[config.mk]
export PLATFORM = sky130hd
export DESIGN_NAME = sd_cmd_responder
export DESIGN_NICKNAME = d
export VERILOG_FILES = /design/src/rtl/sd_cmd_responder.sv
export SDC_FILE = /design/constraint.sdc
export NUM_CORES = 1
export LEC_CHECK = 0
export CORE_ASPECT_RATIO = 1.4
export CORE_MARGIN = 2
export CORE_UTILIZATION = 25
export CTS_CLUSTER_SIZE = 8
export DETAILED_ROUTE_END_ITERATION = 10
export GPL_TIMING_DRIVEN = 0
export PLACE_DENSITY = 0.48
export SLEW_MARGIN = 40
export SYNTH_ARGS = -nofsm -noshare
export SYNTH_HDL_FRONTEND = slang
export SYNTH_SLANG_ARGS = --single-unit
[constraint.sdc]
create_clock -name iclk -period 2.8 [get_ports iclk]
set_clock_uncertainty 0.15 [all_clocks]
set_input_delay 0.28 -clock iclk [delete_from_list [all_inputs] [get_ports iclk]]
set_output_delay 0.28 -clock iclk [all_outputs]
set_load 0.05 [all_outputs]
[src/rtl/sd_cmd_responder.sv]
// sd_cmd_responder: card-side SD CMD line engine; receives CRC7-checked host commands and sends NCR-gapped responses.
// Define SD_CMD_STATS_EN to build the saturating command / CRC-error counters.
module sd_cmd_responder #(
  parameter int NCR = 2,
  parameter int RESP_TIMEOUT = 64
) (
  input  logic        iclk,
  input  logic        irst,
  input  logic        icmd_sd,
  output logic        ocmd_sd,
  output logic        ocmd_sd_en,
  output logic        ocmd_valid,
  output logic [5:0]  ocmd_index,
  output logic [31:0] ocmd_arg,
  input  logic        iresp_valid,
  input  logic [1:0]  iresp_type,
  input  logic [31:0] iresp_data,
  output logic        obusy,
  output logic        ocrc_err,
  output logic        otimeout,
  output logic [15:0] ocmd_count,
  output logic [15:0] ocrc_err_count
);
  localparam int WW = $clog2(RESP_TIMEOUT + 1);
  localparam logic [WW-1:0] W_GO = WW'(NCR - 1);
  localparam logic [WW-1:0] W_TO = WW'(RESP_TIMEOUT - 1);
  typedef enum logic [1:0] {IDLE, RX, WAIT, TX} state_t;
  state_t state;
  logic [5:0] cnt;
  logic [44:0] rx_sr;
  logic [6:0] crc;
  logic [WW-1:0] w;
  logic pending;
  logic [47:0] tx_sr;
  logic resp_none;
  logic resp_r3;
  logic crc_ok;
  logic tx_go;
  logic [47:0] resp_frame;
  logic [47:0] tx_src;
  function automatic logic [6:0] crc7_step(input logic [6:0] c, input logic b);
    return {c[5:0], 1'b0} ^ ((b ^ c[6]) ? 7'h09 : 7'h00);
  endfunction
  function automatic logic [6:0] crc7_40(input logic [39:0] m);
    logic [6:0] c;
    c = '0;
    for (int i = 39; i >= 0; i--) c = crc7_step(c, m[i]);
    return c;
  endfunction
  assign resp_none = iresp_type[1] == iresp_type[0];
  assign resp_r3 = iresp_type == 2'b10;
  assign resp_frame = {2'b00, resp_r3 ? 6'h3f : ocmd_index, iresp_data,
                       resp_r3 ? 7'h7f : crc7_40({2'b00, ocmd_index, iresp_data}), 1'b1};
  assign crc_ok = rx_sr[6:0] == crc && icmd_sd;
  assign tx_src = pending ? tx_sr : resp_frame;
  // an early offer is parked until the NCR gap has elapsed
  assign tx_go = state == WAIT && (pending ? w == W_GO : iresp_valid && !resp_none && w >= W_GO);
  assign obusy = state != IDLE;
  always_ff @(posedge iclk or negedge irst) begin
    if (!irst) begin
      state <= IDLE;
      cnt <= '0;
      rx_sr <= '0;
      crc <= '0;
      w <= '0;
      pending <= 1'b0;
      tx_sr <= '1;
      ocmd_sd <= 1'b1;
      ocmd_sd_en <= 1'b0;
      ocmd_valid <= 1'b0;
      ocrc_err <= 1'b0;
      otimeout <= 1'b0;
      ocmd_index <= '0;
      ocmd_arg <= '0;
    end else begin
      ocmd_valid <= 1'b0;
      ocrc_err <= 1'b0;
      otimeout <= 1'b0;
      case (state)
        IDLE: if (!icmd_sd) begin
          state <= RX;
          cnt <= 6'd1;
          crc <= '0;
        end
        RX: begin
          rx_sr <= {rx_sr[43:0], icmd_sd};
          cnt <= cnt + 6'd1;
          if (cnt <= 6'd39) crc <= crc7_step(crc, icmd_sd);
          if (cnt == 6'd1 && !icmd_sd) state <= IDLE;
          else if (cnt == 6'd47) begin
            if (crc_ok) begin
              ocmd_valid <= 1'b1;
              ocmd_index <= rx_sr[44:39];
              ocmd_arg <= rx_sr[38:7];
              state <= WAIT;
              w <= {{(WW-1){1'b0}}, 1'b1};
              pending <= 1'b0;
            end else begin
              ocrc_err <= 1'b1;
              state <= IDLE;
            end
          end
        end
        WAIT: begin
          w <= w + 1'b1;
          if (tx_go) begin
            state <= TX;
            ocmd_sd_en <= 1'b1;
            ocmd_sd <= tx_src[47];
            tx_sr <= {tx_src[46:0], 1'b1};
            cnt <= 6'd1;
            pending <= 1'b0;
          end else if (!pending) begin
            if (iresp_valid) begin
              if (resp_none) state <= IDLE;
              else begin
                pending <= 1'b1;
                tx_sr <= resp_frame;
              end
            end else if (w == W_TO) begin
              otimeout <= 1'b1;
              state <= IDLE;
            end
          end
        end
        TX: if (cnt == 6'd48) begin
          ocmd_sd_en <= 1'b0;
          ocmd_sd <= 1'b1;
          state <= IDLE;
        end else begin
          ocmd_sd <= tx_sr[47];
          tx_sr <= {tx_sr[46:0], 1'b1};
          cnt <= cnt + 6'd1;
        end
      endcase
    end
  end
`ifdef SD_CMD_STATS_EN
  always_ff @(posedge iclk or negedge irst) begin
    if (!irst) begin
      ocmd_count <= '0;
      ocrc_err_count <= '0;
    end else begin
      if (ocmd_valid && ocmd_count != 16'hffff) ocmd_count <= ocmd_count + 16'd1;
      if (ocrc_err && ocrc_err_count != 16'hffff) ocrc_err_count <= ocrc_err_count + 16'd1;
    end
  end
`else
  assign ocmd_count = '0;
  assign ocrc_err_count = '0;
`endif
endmodule

==> metrics.md, run 1 <==
| Metric | Value |
|---|---|
| LEAKAGE | `0.00476 µW` |
| # port buffers | `80` |
| Gr ovfl total | `0` |
| Synth Cell Area | `0.00811 mm²` |
| DRT iter0 DRCs | `405` |
| Slowest cell on crit path | `dfrtp_2` |
| Die Wd | `156 µm` |
| RePlAce Congestion | `0.773` |
| Max Slew Vio Count | `0` |
| Post-Place Cells | `1305` |
| Total of max-cap violations | `0` |
| Diode count | `0` |
| PD cells | `806 mW/mm²` |
| Clock Tree Buf Depth | `2` |
| TritonCTS clock tree | `yes` |
| Vias in the first global route | `6227` |
| Slew @ Worst Pin | `0.786 ns` |
| Yosys cell types | `55` |
| Worst reg2reg setup slack | `-0.13 ns` |
| Initial Utilization | `25.2%` |
| Die Ht | `217 µm` |
| Setup ws final | `-0.126 ns` |
| Largest net degree at the start of global routing | `65` |
| DRC errors left | `0` |
| Dpl hpwl | `15200 µm` |
| Clk root buf | `clkbuf_16` |
| FMAX | `342 MHz` |
| Initial antenna violation count | `0` |
| Setup violators final | `5` |
| Rows | `78` |
| Worst Setup Start Kind | `flip-flop` |
| First-pass DRT Iterations | `6` |
| CTS Buf Count | `17` |
| Max rail drop VDD | `0.000420 V` |
| Fraction of registers with async set/reset | `100%` |
| Fin crit period | `2.93 ns` |
| Yosys reg bits | `158` |
| I/O pins | `114` |
| Fin util | `33.2%` |
| Ys Warns | `0` |
| Crit path cell chain | `xnor3_2, xnor3_2, xnor2_2, xor3_2, xnor2_4, xnor3_2, buf_4, nor3_4, o41ai_2` |
| Failing checks | `negative setup slack` |
| Share of layout cells above drive strength 1 | `26.5%` |
| Final cell count without fillers | `1361` |
| First-pass GRT wire length | `34100 µm` |
| Later-pin clock latency in the skew report | `0.43 ns` |
| Synth Instances | `792` |
| Pre-CTS setup slack | `-1.09 ns` |
| Vias | `6141` |
| Crit Path Class | `flip-flop to flip-flop` |
| Detailed-route vias per instance | `4.51` |
| Final Hold Viols | `0` |
| Relative slew slack | `47.3%` |
| Critical path data required time | `3.00 ns` |
| Tot Pwr | `8630 µW` |
| Post-layout nets | `993` |
| Area Growth Syn to Fin | `32.0%` |
| Most common cell on crit path | `xnor3_2` |
| CTS sink cnt | `158` |
| H-Tree Depth | `4` |
| Period utilization | `104%` |
| Remaining antenna violation count | `0` |
| Total detailed-routing wirelength | `21400 µm` |
| Crit end category | `flip-flop` |
| Status | `finished with violations` |
| Worst hold slack | `0.100 ns` |
| HP Class | `primary input to flip-flop` |
| Sequential fraction of the synthesis area | `49.5%` |
| RSZ-0062 raised after global routing | `true` |
| Routed WL per cell | `15.7 µm` |
| Core area | `0.0322 mm²` |
| Crit path max fanout | `6` |
| Tot GR Track Use | `12.9%` |
| Main flop type after synthesis | `dfrtp_1` |
| DIE AREA | `0.0339 mm²` |
| Slowest Stage Delay on Critical Path | `0.45 ns` |
| Number of synthesized flops with an enable pin | `0` |
| Mean Syn Cell Area | `10.2 µm²` |
| Worst EP arrival | `3.13 ns` |
| Clk pin slew, worst setup/hold paths | `0.06 ns` |
## cells in the final DEF (no fill, tap or decap), types with 4 or more instances in the layout
| master | instances |
|---|---|
| nand2_1 | 187 |
| dfrtp_1 | 104 |
| clkdlybuf4s50_1 | 76 |
| buf_4 | 58 |
| o21ai_0 | 49 |
| dfstp_2 | 48 |
| mux2_2 | 46 |
| conb_1 | 32 |
| clkbuf_1 | 30 |
| nor2_1 | 30 |
| xnor2_1 | 29 |
| a222oi_1 | 25 |
| xor2_1 | 17 |
| clkbuf_16 | 17 |
| a21oi_1 | 14 |
| inv_1 | 13 |
| nand3_1 | 10 |
| nand4_1 | 10 |
| clkbuf_2 | 10 |
| xnor2_2 | 9 |
| o22ai_1 | 8 |
| xor2_2 | 7 |
| xnor3_2 | 7 |
| o31ai_1 | 6 |
| xnor3_1 | 6 |
| ha_1 | 6 |
| dfrtp_2 | 6 |
| nor3_1 | 5 |
| a221o_1 | 5 |
| inv_6 | 5 |
| or3_1 | 4 |
| o221ai_1 | 4 |
## flip-flops by register name (all words and copies together) (netlist names)
| name | count |
|---|---|
| ocmd_sd | 1 |
| pending | 1 |
| ocrc_err | 1 |
| w | 7 |
| cnt | 6 |
| ocmd_arg | 32 |
| ocmd_valid | 1 |
| tx_sr | 47 |
| ocmd_index | 6 |
| rx_sr | 45 |
| ocmd_sd_en | 1 |
| otimeout | 1 |
| state | 2 |
| crc | 7 |
## final cells by class
type	count	area (µm²)
Multi-Input combinational cell	572	4010
Timing Repair Buffer	110	1080
Buffer	77	429
Inverter	13	48.8
Sequential cell	158	4020
Clock inverter	13	178
Fill cell	3332	21500
Clock buffer	18	439
Tap cell	400	500
## metal layers
layer | share of wire, % | global-route usage (%) | routed length, µm | up-vias
met5 | 0 | 0 | 0 | -
met4 | 1.6 | 3.82 | 333 | 0
met3 | 3.8 | 2.47 | 816 | 21
met2 | 52 | 23.1 | 11100 | 135
met1 | 43 | 15.5 | 9120 | 3008
li1 | - | - | - | 2977
## report_power, final
part	leakage, µW	internal, µW	switching [µW]
Combinational	0.00254	1460	1370
Clock	0.000296	1450	1010
Sequential	0.00192	2970	384
## per-stage QoR
step           setup TNS [ns]  area (µm²)
3_3_place_gp          -836.88        9550
5_1_grt                 -1.21       10700
4_1_cts               -0.0473       10500
6_report               -0.428       10700
3_5_place_dp           -38.20        9620
2_1_floorplan               0        8250
## repair_timing
action,4_1_cts,5_1_grt
setup buffers,14,13
pin swaps,6,16
setup endpoints to repair,56,68
resized for setup,36,29
endpoints found under the hold margin,110,0
hold buffers,1,0
## worst paths after layout
path                           startpoint            to  cells after the start
min reg2reg                  ocmd_arg[30]  ocmd_arg[30]                      2
min in group asynchronous            irst  ocmd_arg[26]                      2
min                        iresp_data[19]     tx_sr[28]                      3
max                         ocmd_index[2]      tx_sr[6]                      9
max reg2reg                 ocmd_index[2]      tx_sr[6]                      9
max in group asynchronous            irst       ocmd_sd                      3
## Yosys cell counts (all sizes together) (2+ instances only)
cell type | count | area [µm²]
inv | 13 | 48.8
nor2b | 3 | 18.8
o31ai | 7 | 52.6
a211oi | 2 | 15.0
nor3 | 8 | 40.0
or4b | 2 | 20.0
nand4 | 10 | 62.6
ha | 6 | 75.1
mux2 | 46 | 518
nor2 | 32 | 120
buf | 35 | 253
dfstp | 48 | 1260
dfrtp | 110 | 2750
a21o | 3 | 22.5
xnor2 | 41 | 385
nand2 | 188 | 706
o21a | 4 | 30.0
and2 | 3 | 18.8
o21ai | 53 | 265
a31oi | 3 | 18.8
o22ai | 8 | 50.1
a21oi | 14 | 70.1
xnor3 | 13 | 299
o221ai | 4 | 35.0
and3 | 4 | 25.0
xor3 | 2 | 50.1
nand3 | 10 | 50.1
a222oi | 25 | 250
clkbuf | 45 | 169
a221o | 5 | 50.1
xor2 | 24 | 210
or3 | 4 | 25.0
## logic make-up after synthesis
| family | after synthesis | synth area share (%) |
|---|---|---|
| other | 1 | 0.0462 |
| xor gates and xnor gates | 80 | 11.6 |
| buffers and inverters | 93 | 5.80 |
| AOI/OAI and AO/OA | 137 | 11.6 |
| DFF | 158 | 49.5 |
| adders and majority gates | 6 | 0.926 |
| muxes | 46 | 6.39 |
| and+or+nand+nor | 271 | 14.1 |
## critical path: cells and delay by family, from the launching register on
kind / cells / cell delay [ns]
xor gates and xnor gates: 6 / 1.87
DFF: 1 / 0.45
buffers and inverters: 1 / 0.16
and+or+nand+nor: 1 / 0.13
AOI/OAI and AO/OA: 1 / 0.08
Note: power is estimated with default switching activity, not from simulation.
==> run 2: changes to the inputs <==
Settings changed: SETUP_SLACK_MARGIN set to 0.4.
==> run 2 against run 1 <==
  * The run still ends with negative setup slack left
  * Setup slack better by 0.11 ns
  * Via count increased by 3.3%
  * Critical path depth down 1
  * Critical path type unchanged
  * Highest routed layer unchanged
==> metrics.md, run 2 (synthesis results as in run 1) <==
| Metric | Value |
|---|---|
| Status | `finished with violations` |
| Failing checks | `negative setup slack` |
| Crit path max fanout | `3 (-3)` |
| First-pass GRT wire length | `34800 µm (+2.1%)` |
| Gr ovfl total | `0 (unchanged)` |
| Switching power | `2860 µW (+3.6%)` |
| RePlAce Congestion | `0.778 (+0.69%)` |
| DRT iter0 DRCs | `386 (-4.7%)` |
| Total detailed-routing wirelength | `22600 µm (+5.7%)` |
| CTS Buf Count | `17 (unchanged)` |
| Fin util | `35.8% (+2.6 points)` |
| Slowest Stage Delay on Critical Path | `0.44 ns (about the same)` |
| Max Slew Vio Count | `0 (unchanged)` |
| Clock Tree Buf Depth | `2 (unchanged)` |
| Slew @ Worst Pin | `0.704 ns (-0.0816 ns)` |
| PD cells | `752 mW/mm² (-6.8%)` |
| Total of max-cap violations | `0 (unchanged)` |
| Core area | `0.0322 mm² (unchanged)` |
| Detailed-route vias per instance | `4.55 (+0.89%)` |
| Final Hold Viols | `0 (unchanged)` |
| Initial Utilization | `25.2% (unchanged)` |
| Setup violators final | `1 (-4)` |
| Period utilization | `100% (-4.0 points)` |
| I/O pins | `114 (unchanged)` |
| FMAX | `356 MHz (+4.0%)` |
| Die Wd | `156 µm (unchanged)` |
| Die Ht | `217 µm (unchanged)` |
| Dpl hpwl | `15300 µm (+1.0%)` |
| Most common cell on crit path | `xnor3_2` |
| Routed WL per cell | `16.2 µm (+3.2%)` |
| Critical path data required time | `3.01 ns (about the same)` |
| Regs by FF count | `tx_sr x47, rx_sr x45, ocmd_arg x32` |
| CTS sink cnt | `158 (unchanged)` |
| Later-pin clock latency in the skew report | `0.42 ns (about the same)` |
| Diode count | `0 (unchanged)` |
| Setup tns final | `-0.0127 ns (+0.416 ns)` |
| Tot Pwr | `8670 µW (+0.48%)` |
| Crit Path Class | `flip-flop to flip-flop` |
| # port buffers | `80 (unchanged)` |
| Most frequent cells in the layout | `nand2_1 (177), dfrtp_1 (103), clkdlybuf4s50_1 (73)` |
| Share of layout cells above drive strength 1 | `34.6% (+8.1 points)` |
| Pint | `5810 µW (-1.0%)` |
| DRC errors left | `0 (unchanged)` |
| Initial antenna violation count | `0 (unchanged)` |
| Post-layout nets | `1026 (+3.3%)` |
| Tot GR Track Use | `13.2% (+0.30 points)` |
| LEAKAGE | `0.00513 µW (+7.8%)` |
| Fin crit period | `2.81 ns (-0.113 ns)` |
| TritonCTS clock tree | `yes` |
| Vias in the first global route | `6383 (+2.5%)` |
| Largest net degree at the start of global routing | `68 (+4.6%)` |
| Remaining antenna violation count | `0 (unchanged)` |
| Max rail drop VDD | `0.000392 V (-6.7%)` |
| FILL cells | `3269 (-1.9%)` |
| Relative slew slack | `53.1% (+5.8 points)` |
| Area Growth Syn to Fin | `42.3%` |
| HP Class | `primary input to flip-flop` |
| RSZ-0062 raised after global routing | `true` |
| Most flops, register | `tx_sr` |
| Combinational power share | `35.0% (+2.3 points)` |
| Rows | `78 (unchanged)` |
| Worst Setup Start Kind | `flip-flop` |
| Switching Fraction | `33.0% (+1.0 points)` |
| DIE AREA | `0.0339 mm² (unchanged)` |
| Most common cell after layout, fill and taps aside | `nand2_1` |
| Slowest cell on crit path | `dfrtp_2` |
| Part of the power in registers | `38.8% (about the same)` |
| H-Tree Depth | `4 (unchanged)` |
| Clk pin slew, worst setup/hold paths | `0.07 ns (about the same)` |
| Clk pwr share | `26.2% (-2.2 points)` |
| First-pass DRT Iterations | `8 (+2)` |
| Crit path cell chain | `xnor3_2, xnor3_2, xnor2_2, xor3_2, xnor3_1, o221ai_1, a31oi_1, a21o_1` |
| Crit end category | `flip-flop` |
| Setup ws final | `-0.0127 ns (+0.113 ns)` |
| Worst EP arrival | `3.02 ns (-0.11 ns)` |
| Max reg flops | `47 (unchanged)` |
| Vias | `6346 (+3.3%)` |
| Clk root buf | `clkbuf_16` |
run 2: layout make-up:
| cell class | instances | area (µm²) | share of cell area, % |
|---|---|---|---|
| multi-input combinational | 572 | 4290 | 37.2 |
| buffer | 80 | 623 | 5.40 |
| clock buffer | 18 | 439 | 3.81 |
| sequential | 158 | 4020 | 34.9 |
| timing repair buffer | 140 | 1480 | 12.9 |
| tap | 400 | 500 | 4.34 |
| clock inverter | 13 | 129 | 1.12 |
| inverter | 13 | 48.8 | 0.423 |
run 2: worst max-delay path: cells and delay by family (launching register included):
kind,cells,cell delay [ns]
compound gates,3,0.48
xor+xnor,5,1.68
flops,1,0.44
run 2: what timing repair did:
| item | 4_1_cts | 5_1_grt |
|---|---|---|
| setup endpoints to repair | 127 | 129 |
| resized for setup | 112 | 134 |
| pin swaps | 48 | 40 |
| buffers inserted | 31 | 17 |
| endpoints found under the hold margin | 118 | 0 |
| gates cloned | 3 | 6 |
| hold buffers | 1 | 0 |
run 2: layer usage:
| layer | GRT usage [%] | wire [µm] | vias up | share of wire (%) |
|---|---|---|---|---|
| met5 | 0 | 0 | - | 0 |
| met4 | 4.25 | 550 | 0 | 2.4 |
| met3 | 2.51 | 867 | 29 | 3.8 |
| met2 | 24.0 | 11900 | 139 | 53 |
| met1 | 15.5 | 9290 | 3116 | 41 |
| li1 | - | - | 3062 | - |
run 2: metrics by stage:
step	worst slack, ns	cells	area, µm²	hold slack [ns]
finish	-0.0127	1394	11500	0.119
global route	-0.104	1394	11500	0.140
CTS	0.0330	1371	10900	0.113
detailed placement	-0.784	1305	9690	0.0155
global placement	-6.33	1303	9620	0.303
floorplan	0.0399	823	8320	-0.166
run 2: power by group through the flow:
stage               sequential, µW  combinational (µW)  clock, µW
finish                        3360                3040       2270
global route                  3440                3320       2430
CTS                           3350                2840       2350
detailed placement            3400                2600          0
global placement              3390                2560          0
floorplan                     3270                2100          0
run 2: final timing paths:
check	startpoint	end	slack, ns	depth (start not counted)
min in group asynchronous	irst	ocmd_index[2]	0.17	2
setup reg to reg	ocmd_index[2]	tx_sr[3]	-0.01	8
hold reg to reg	tx_sr[44]	tx_sr[44]	0.31	2
max in group asynchronous	irst	ocmd_sd	1.67	3
hold / removal	iresp_data[30]	tx_sr[39]	0.12	3
setup / recovery	ocmd_index[2]	tx_sr[3]	-0.01	8
==> run 3: changes to the inputs <==
Settings changed: CTS_BUF_LIST set to sky130_fd_sc_hd__clkbuf_16.
==> run 3 against run 2 <==
  * The flow still finishes with violations (negative setup slack)
  * Clock power barely moved
  * Clock-buffer cell count fell by 1
  * Sequential power hardly changed
  * Critical path type unchanged
  * Critical endpoint unchanged
  * Largest cell class unchanged
  * Largest power group unchanged
==> metrics.md, run 3 (synthesis results as in run 1) <==
| Metric | Value |
|---|---|
| I/O pins | `114 (unchanged)` |
| HP Class | `primary input to flip-flop` |
| Fin crit period | `2.81 ns (+0.0000151 ns)` |
| Detailed-route vias per instance | `4.55 (unchanged)` |
| Die Wd | `156 µm (unchanged)` |
| FMAX | `356 MHz (about the same)` |
| Crit path max fanout | `3 (unchanged)` |
| Slew @ Worst Pin | `0.704 ns (unchanged)` |
| Share of layout cells above drive strength 1 | `34.5% (-0.10 points)` |
| CTS Buf Count | `17 (unchanged)` |
| Total detailed-routing wirelength | `22600 µm (about the same)` |
| H-Tree Depth | `4 (unchanged)` |
| Initial antenna violation count | `0 (unchanged)` |
| Routed WL per cell | `16.2 µm (about the same)` |
| DIE AREA | `0.0339 mm² (unchanged)` |
| Failing checks | `negative setup slack` |
| DRT iter0 DRCs | `386 (unchanged)` |
| TritonCTS clock tree | `yes` |
| Regs by FF count | `tx_sr x47, rx_sr x45, ocmd_arg x32` |
| FILL cells | `3270 (+0.031%)` |
| Remaining antenna violation count | `0 (unchanged)` |
| Max reg flops | `47 (unchanged)` |
| Clk root buf | `clkbuf_16` |
| Diode count | `0 (unchanged)` |
| Setup ws final | `-0.0127 ns (-0.0000151 ns)` |
| Total of max-cap violations | `0 (unchanged)` |
| CTS sink cnt | `158 (unchanged)` |
| Die Ht | `217 µm (unchanged)` |
| # port buffers | `80 (unchanged)` |
| Max rail drop VDD | `0.000392 V (unchanged)` |
| Later-pin clock latency in the skew report | `0.42 ns (about the same)` |
| Multi-input gate area | `0.00429 mm² (unchanged)` |
| Post-layout nets | `1026 (unchanged)` |
| Vias | `6346 (unchanged)` |
| Crit path cell chain | `xnor3_2, xnor3_2, xnor2_2, xor3_2, xnor3_1, o221ai_1, a31oi_1, a21o_1` |
| Setup violators final | `1 (unchanged)` |
| RSZ-0062 raised after global routing | `true` |
| Clock Tree Buf Depth | `2 (unchanged)` |
| First-pass DRT Iterations | `8 (unchanged)` |
| Final Hold Viols | `0 (unchanged)` |
| Most common cell on crit path | `xnor3_2` |
| Slowest cell on crit path | `dfrtp_2` |
| Sequential standard cell area | `0.00402 mm² (unchanged)` |
| Crit end category | `flip-flop` |
| Final cell count without fillers | `1394 (unchanged)` |
| DRC errors left | `0 (unchanged)` |
| Largest net degree at the start of global routing | `68 (unchanged)` |
| Vias in the first global route | `6383 (unchanged)` |
| Period utilization | `100% (about the same)` |
| Post-Place Cells | `1305 (unchanged)` |
| First-pass GRT wire length | `34800 µm (unchanged)` |
| Most flops, register | `tx_sr` |
| Gr ovfl total | `0 (unchanged)` |
| PD cells | `750 mW/mm² (-0.24%)` |
| Hold Crit Endpoint | `tx_sr[39]` |
| Hold Crit Start | `iresp_data[30]` |
| Fin area | `0.0115 mm² (about the same)` |
| Critical path data required time | `3.01 ns (about the same)` |
| Worst Setup Start Kind | `flip-flop` |
| Fin util | `35.8% (about the same)` |
| Area Growth Syn to Fin | `42.2% (about the same)` |
| Path depth of the worst reg2reg path | `8 (unchanged)` |
| Most frequent cells in the layout | `nand2_1 (177), dfrtp_1 (103), clkdlybuf4s50_1 (73)` |
| Clk pin slew, worst setup/hold paths | `0.07 ns (about the same)` |
| Slowest Stage Delay on Critical Path | `0.44 ns (about the same)` |
| FF-to-FF Start | `ocmd_index[2]` |
| Reg2reg end | `tx_sr[3]` |
| Status | `finished with violations` |
| Rows | `78 (unchanged)` |
| Core area | `0.0322 mm² (unchanged)` |
| LEAKAGE | `0.00512 µW (-0.11%)` |
| Most common cell after layout, fill and taps aside | `nand2_1` |
| Dpl hpwl | `15300 µm (unchanged)` |
| Hold path depth | `3 (unchanged)` |
| Tot GR Track Use | `13.2% (unchanged)` |
| Relative slew slack | `53.1% (unchanged)` |
| Pre-CTS setup slack | `-0.784 ns (unchanged)` |
| Crit Path Class | `flip-flop to flip-flop` |
| Placed Area | `0.00969 mm² (unchanged)` |
| Max Slew Vio Count | `0 (unchanged)` |
| Worst EP arrival | `3.02 ns (about the same)` |
| Initial Utilization | `25.2% (unchanged)` |
| RePlAce Congestion | `0.778 (unchanged)` |
| Worst reg2reg setup slack | `-0.01 ns (about the same)` |
## run 3: per-layer routing
metal / vias up / global-route usage, % / share of wire (%)
li1: 3062 / - / -
met1: 3114 / 15.5 / 41
met2: 141 / 24.0 / 53
met3: 29 / 2.51 / 3.9
met4: 0 / 4.25 / 2.4
met5: - / 0 / 0
## run 3: critical path: cells and delay by family, from the launching register on
kind	cells	cell delay [ns]
XOR/XNOR	5	1.68
flip-flops	1	0.44
AO/OA/AOI/OAI	3	0.48
## run 3: power by group
part	switching, µW	total, µW	internal (µW)
Sequential	395	3360	2970
Combinational	1460	3040	1580
Clock	1010	2240	1240
## run 3: repair_timing
item	in CTS	in global routing
endpoints found under the setup margin	127	129
gates cloned	3	6
hold buffers	1	0
gates resized for setup	112	134
endpoints found under the hold margin	118	0
setup buffers	31	17
pin swaps	48	40
## run 3: how the worst max path moves through the flow
stage / startpoint / end / slack (ns) / cells past startpoint
after floorplan: ocmd_index[5] / tx_sr[5] / 0.04 / 8
final: ocmd_index[2] / tx_sr[3] / -0.01 / 8
after CTS: ocmd_index[2] / tx_sr[3] / 0.03 / 8
after global routing: ocmd_index[5] / tx_sr[3] / -0.10 / 8
after detailed placement: iresp_type[0] / tx_sr[34] / -0.78 / 10
after global placement: irst / ocmd_index[3] / -6.33 / 1
## run 3: cell type report
class / count / share of cell area, %
multi-input combinational: 572 / 37.2
sequential: 158 / 34.9
timing repair buffer: 140 / 12.9
buffer: 80 / 5.41
tap: 400 / 4.34
clock buffer: 17 / 3.69
clock inverter: 14 / 1.15
inverter: 13 / 0.423
## run 3: metrics by stage
stage / setup TNS [ns] / hold slack (ns) / total power (µW)
4_1_cts: 0 / 0.113 / 8520
5_1_grt: -0.379 / 0.140 / 9160
6_report: -0.0127 / 0.119 / 8640
3_3_place_gp: -824.73 / 0.303 / 5950
2_1_floorplan: 0 / -0.166 / 5370
3_5_place_dp: -24.38 / 0.0155 / 5990
==> edit 1 (flow settings as in run 3) <==
The option `SD_CMD_STATS_EN` is turned on by a define.
--- a/src/rtl/sd_cmd_responder.sv
+++ b/src/rtl/sd_cmd_responder.sv
@@ -1,5 +1,7 @@
 // sd_cmd_responder: card-side SD CMD line engine; receives CRC7-checked host commands and sends NCR-gapped responses.
 // Define SD_CMD_STATS_EN to build the saturating command / CRC-error counters.
+`define SD_CMD_STATS_EN
+
 module sd_cmd_responder #(
   parameter int NCR = 2,
   parameter int RESP_TIMEOUT = 64
Formal check against the unedited RTL: same outputs for any inputs over 10 cycles, from zero or initial values and one cycle with irst low; that may be too few to reach the edited logic, so the function may still have changed.
==> edit 1 against run 3 <==
Sequential cell count up 32; total power up 16%; non-clock buffer count up 1; clock power up 8%; design area up 16%; setup slack better by 0.14 ns; core utilization down 0.81 points; largest power group unchanged; routed wire length up 20%; area after synthesis up 19%.
==> edit 1: results (changes against run 3) <==
Layout
  • Comb_multi_in: 740 (+29%)
  • Non-Filler Cell Area, Final: 13390 um^2 (+16%)
  • Ratio of cells with drive above 1 in the final layout: 27.61% (-6.9 points)
  • FF/Latch Area: 4830 um^2 (+20%)
  • Final net count: 1233 (+20%)
  • Repair and plain buffers: 221 (+0.45%)
  • Final clock-cell share: 4.176% (-0.67 points)

Critical path
  • WP data arrival: 2.90 ns (-0.12 ns)
  • R2R Path End: tx_sr[2]

Clock network
  • Post-CTS setup buffer count: 23 (-26%)
  • Clock Sinks: 190 (+20%)
  • Worst-Skew Late Latency: 0.46 ns (+0.04 ns)

Logic synthesis
  • Post-synthesis sequential area ratio: 49.76% (+0.26 points)
  • Netlist cell types: 54 (-1.8%)
  • Top cells by area, synth: dfrtp_1 (37%), dfstp_2 (13%), nand2_1 (8.3%)
  • Gate Count Post-Synth: 1004 (+27%)

GRT
  • Met2 usage: 25.28% (+1.3 points)
  • Vias in the first global route: 7800 (+22%)
  • GRT Total Usage: 13.77% (+0.59 points)
  • Largest net degree at the start of global routing: 72 (+5.9%)
  • Met1 Track Usage GR: 15.82% (+0.31 points)

Timing
  • Rel. slew slack: 57.07% (+4.0 points)

Status
  • Run status: complete, no violations

Detailed routing
  • M1 WL: 10.82 mm (+16%)
  • Initial DRC Count: 446 (+16%)
  • Drt pass-1 iters: 7 (-1)
  • Vias per cell: 4.640 (+1.9%)
  • Post-Route WL: 27.02 mm (+20%)

Place
  • Placed cells: 1597 (+22%)
  • Final GP Congestion: 0.8160 (+4.9%)

Min path
  • Hold path startpoint: icmd_sd

Pwr
  • PwrDens: 746.7 nW/um^2 (-0.40%)
  • Sequential share of power: 41.1% (+2.2 points)
  • Clock-net power: 0.00241 W (+8%)
  • Peak VDD IR: 0.3339 mV (-15%)
edit 1: cell types whose count changed in the layout (fill, tap and decap cells not counted), moves of 16 or more:
cell | before | now
nor2_1 | 29 | 83
clkdlybuf4s50_1 | 73 | 108
nand2_1 | 177 | 211
conb_1 | 32 | 0
dfrtp_1 | 103 | 130
a222oi_1 | 25 | 0
buf_4 | 63 | 38
o22ai_1 | 8 | 30
nand3_1 | 5 | 24
xnor2_1 | 26 | 44
a21oi_1 | 10 | 26
edit 1: cells by family after synthesis:
| family | synth area share, % |
|---|---|
| and+or+nand+nor | 17.43 |
| DFF | 49.76 |
| AOI/OAI and AO/OA | 10.91 |
| xor gates and xnor gates | 12.70 |
| buffers and inverters | 3.388 |
| muxes | 4.772 |
| adders and majority gates | 1.035 |
edit 1: critical path, cell delays in order (launching register included):
cell and delay [ns]:
dfrtp_2 0.49, xnor2_2 0.19, xor3_2 0.47, xnor3_1 0.40, xor3_2 0.32, xnor2_2 0.23
a21oi_1 0.11, a211oi_2 0.22
==> edit 2 (flow settings as in run 3) <==
Made on the original files. Re-encode `state_t` (4 states) as one-hot, 4 bits wide.
--- a/src/rtl/sd_cmd_responder.sv
+++ b/src/rtl/sd_cmd_responder.sv
@@ -24,7 +24,7 @@
   localparam int WW = $clog2(RESP_TIMEOUT + 1);
   localparam logic [WW-1:0] W_GO = WW'(NCR - 1);
   localparam logic [WW-1:0] W_TO = WW'(RESP_TIMEOUT - 1);
-  typedef enum logic [1:0] {IDLE, RX, WAIT, TX} state_t;
+  typedef enum logic [3:0] {IDLE = 4'b0001, RX = 4'b0010, WAIT = 4'b0100, TX = 4'b1000} state_t;
   state_t state;
   logic [5:0] cnt;
   logic [44:0] rx_sr;
Function: no difference found for any inputs over 10 cycles, from zero or initial values and one cycle with irst low; not proved beyond that.
==> edit 2 against run 3 <==
Routed wire length increased by 5.4%; sequential share of layout area decreased by 0.90 points; design area increased by 4.0%; sequential cell count increased by 2; fmax increased by 4.0%; setup slack improved by 0.11 ns; non-clock buffer count unchanged; core utilization increased by 0.30 points; area after synthesis increased by 3.7%; critical path type unchanged; largest cell class unchanged.
Power is not compared: it rests on default switching activity, and its combinational part moved more than twofold at a synthesized area within 25%.
==> edit 2: results (changes against run 3) <==
Layout
  • Final clock-cell share: 4.990% (+0.15 points)
  • Invs w/o clock: 14 (+1)
  • Comb_multi_in: 599 (+4.7%)
  • Repair and plain buffers: 220 (unchanged)
  • Fillers: 3327 (+1.7%)
  • Final net count: 1056 (+2.9%)
  • Ratio of cells with drive above 1 in the final layout: 33.37% (-1.1 points)
  • Final non-clock buffer share: 18.15% (-0.12 points)
  • FF/Latch Area: 4075 um^2 (+1.3%)
  • Multi-input gate area: 4528 um^2 (+5.5%)

Critical path
  • Timing endpoint of the critical path: tx_sr[6]
  • CP Max Fanout: 4 (+1)
  • Depth of the most critical reg-to-reg path: 7 (-1)
  • Critical Path Source: ocmd_index[4]
  • WP data arrival: 2.90 ns (-0.12 ns)
  • Max stage delay on crit path: 0.49 ns (+0.05 ns)
  • Slowest CP cell: xnor3_2
  • Reg2Reg Setup Slack: 0.1 ns (+0.11 ns)

Place
  • Final GP Congestion: 0.8040 (+3.3%)
  • Hpwl dp: 15.89 mm (+3.8%)
  • IO buf count: 81 (+1.3%)

Pwr
  • Peak VDD IR: roughly 0.37 mV
  • Pwr Total: 0.005878 W

Detailed routing
  • Drt pass-1 iters: 9 (+1)
  • WL per Instance: 16.19 um (about the same)
  • Initial DRC Count: 476 (+23%)
  • Vias per cell: 4.567 (+0.31%)

Logic synthesis
  • Seq cells post-synth: 160 (+1.3%)
  • Netlist cell types: 63 (+15%)
  • Synth Area in Adders: 0.8929% (-0.033 points)
  • XOR/XNOR Fraction of Synth Area: 11.85% (+0.20 points)
  • Post-synthesis sequential area ratio: 48.35% (-1.2 points)
  • Most common library cells after synthesis: nand2_1 (165), dfrtp_1 (111), nor2_1 (60), dfstp_2 (49), a21oi_1 (45)
  • Mux share of post-synthesis cell area: 5.476% (-0.91 points)
  • Top cells by area, synth: dfrtp_1 (33%), dfstp_2 (15%), nand2_1 (7.4%)
  • Post-synthesis compound-gate area fraction: 13.18% (+1.6 points)

Min path
  • Worst Hold Class: input port to async pin

GRT
  • Vias in the first global route: 6942 (+8.8%)
  • GRT Total Usage: 13.54% (+0.37 points)
  • First-pass GRT wire length: 38.14 mm (+9.6%)

Timing
  • Hold_ws: 0.1915 ns (+0.07251 ns)
  • Max-slew violations: 0 (unchanged)
  • Slew @ Worst Pin: 0.8205 ns (+0.1163 ns)

Clock network
  • CTS resizes: 104 (-7.1%)
  • Post-CTS setup buffer count: 38 (+23%)

Status
  • Run status: complete, no violations
## edit 2: cell types whose count changed in the layout (fill, tap and decap cells not counted), moves of 11 or more
| cell | before | now |
|---|---|---|
| a21oi_1 | 10 | 40 |
| mux2_2 | 46 | 34 |
| nand2_1 | 177 | 159 |
| nor2_1 | 29 | 55 |
| o21ai_0 | 13 | 24 |
| o21ai_1 | 36 | 6 |
## edit 2: per-layer routing
| metal | vias up | track usage [%] | wire length [um] |
|---|---|---|---|
| li1 | 3193 | - | - |
| met1 | 3293 | 16.52 | 10190 |
| met2 | 192 | 23.12 | 12000 |
| met3 | 35 | 3.318 | 1149 |
| met4 | 0 | 5.132 | 453 |
| met5 | - | 0 | 0 |
## edit 2: stage by stage
stage	instance area (um^2)	setup WS, ns	cells
2_1_floorplan	8612	0.1408	852
3_3_place_gp	9980	-6.426	1378
3_5_place_dp	10040	-0.7037	1380
4_1_cts	11510	0.1072	1456
5_1_grt	11990	0.01709	1470
6_report	11990	0.09599	1470
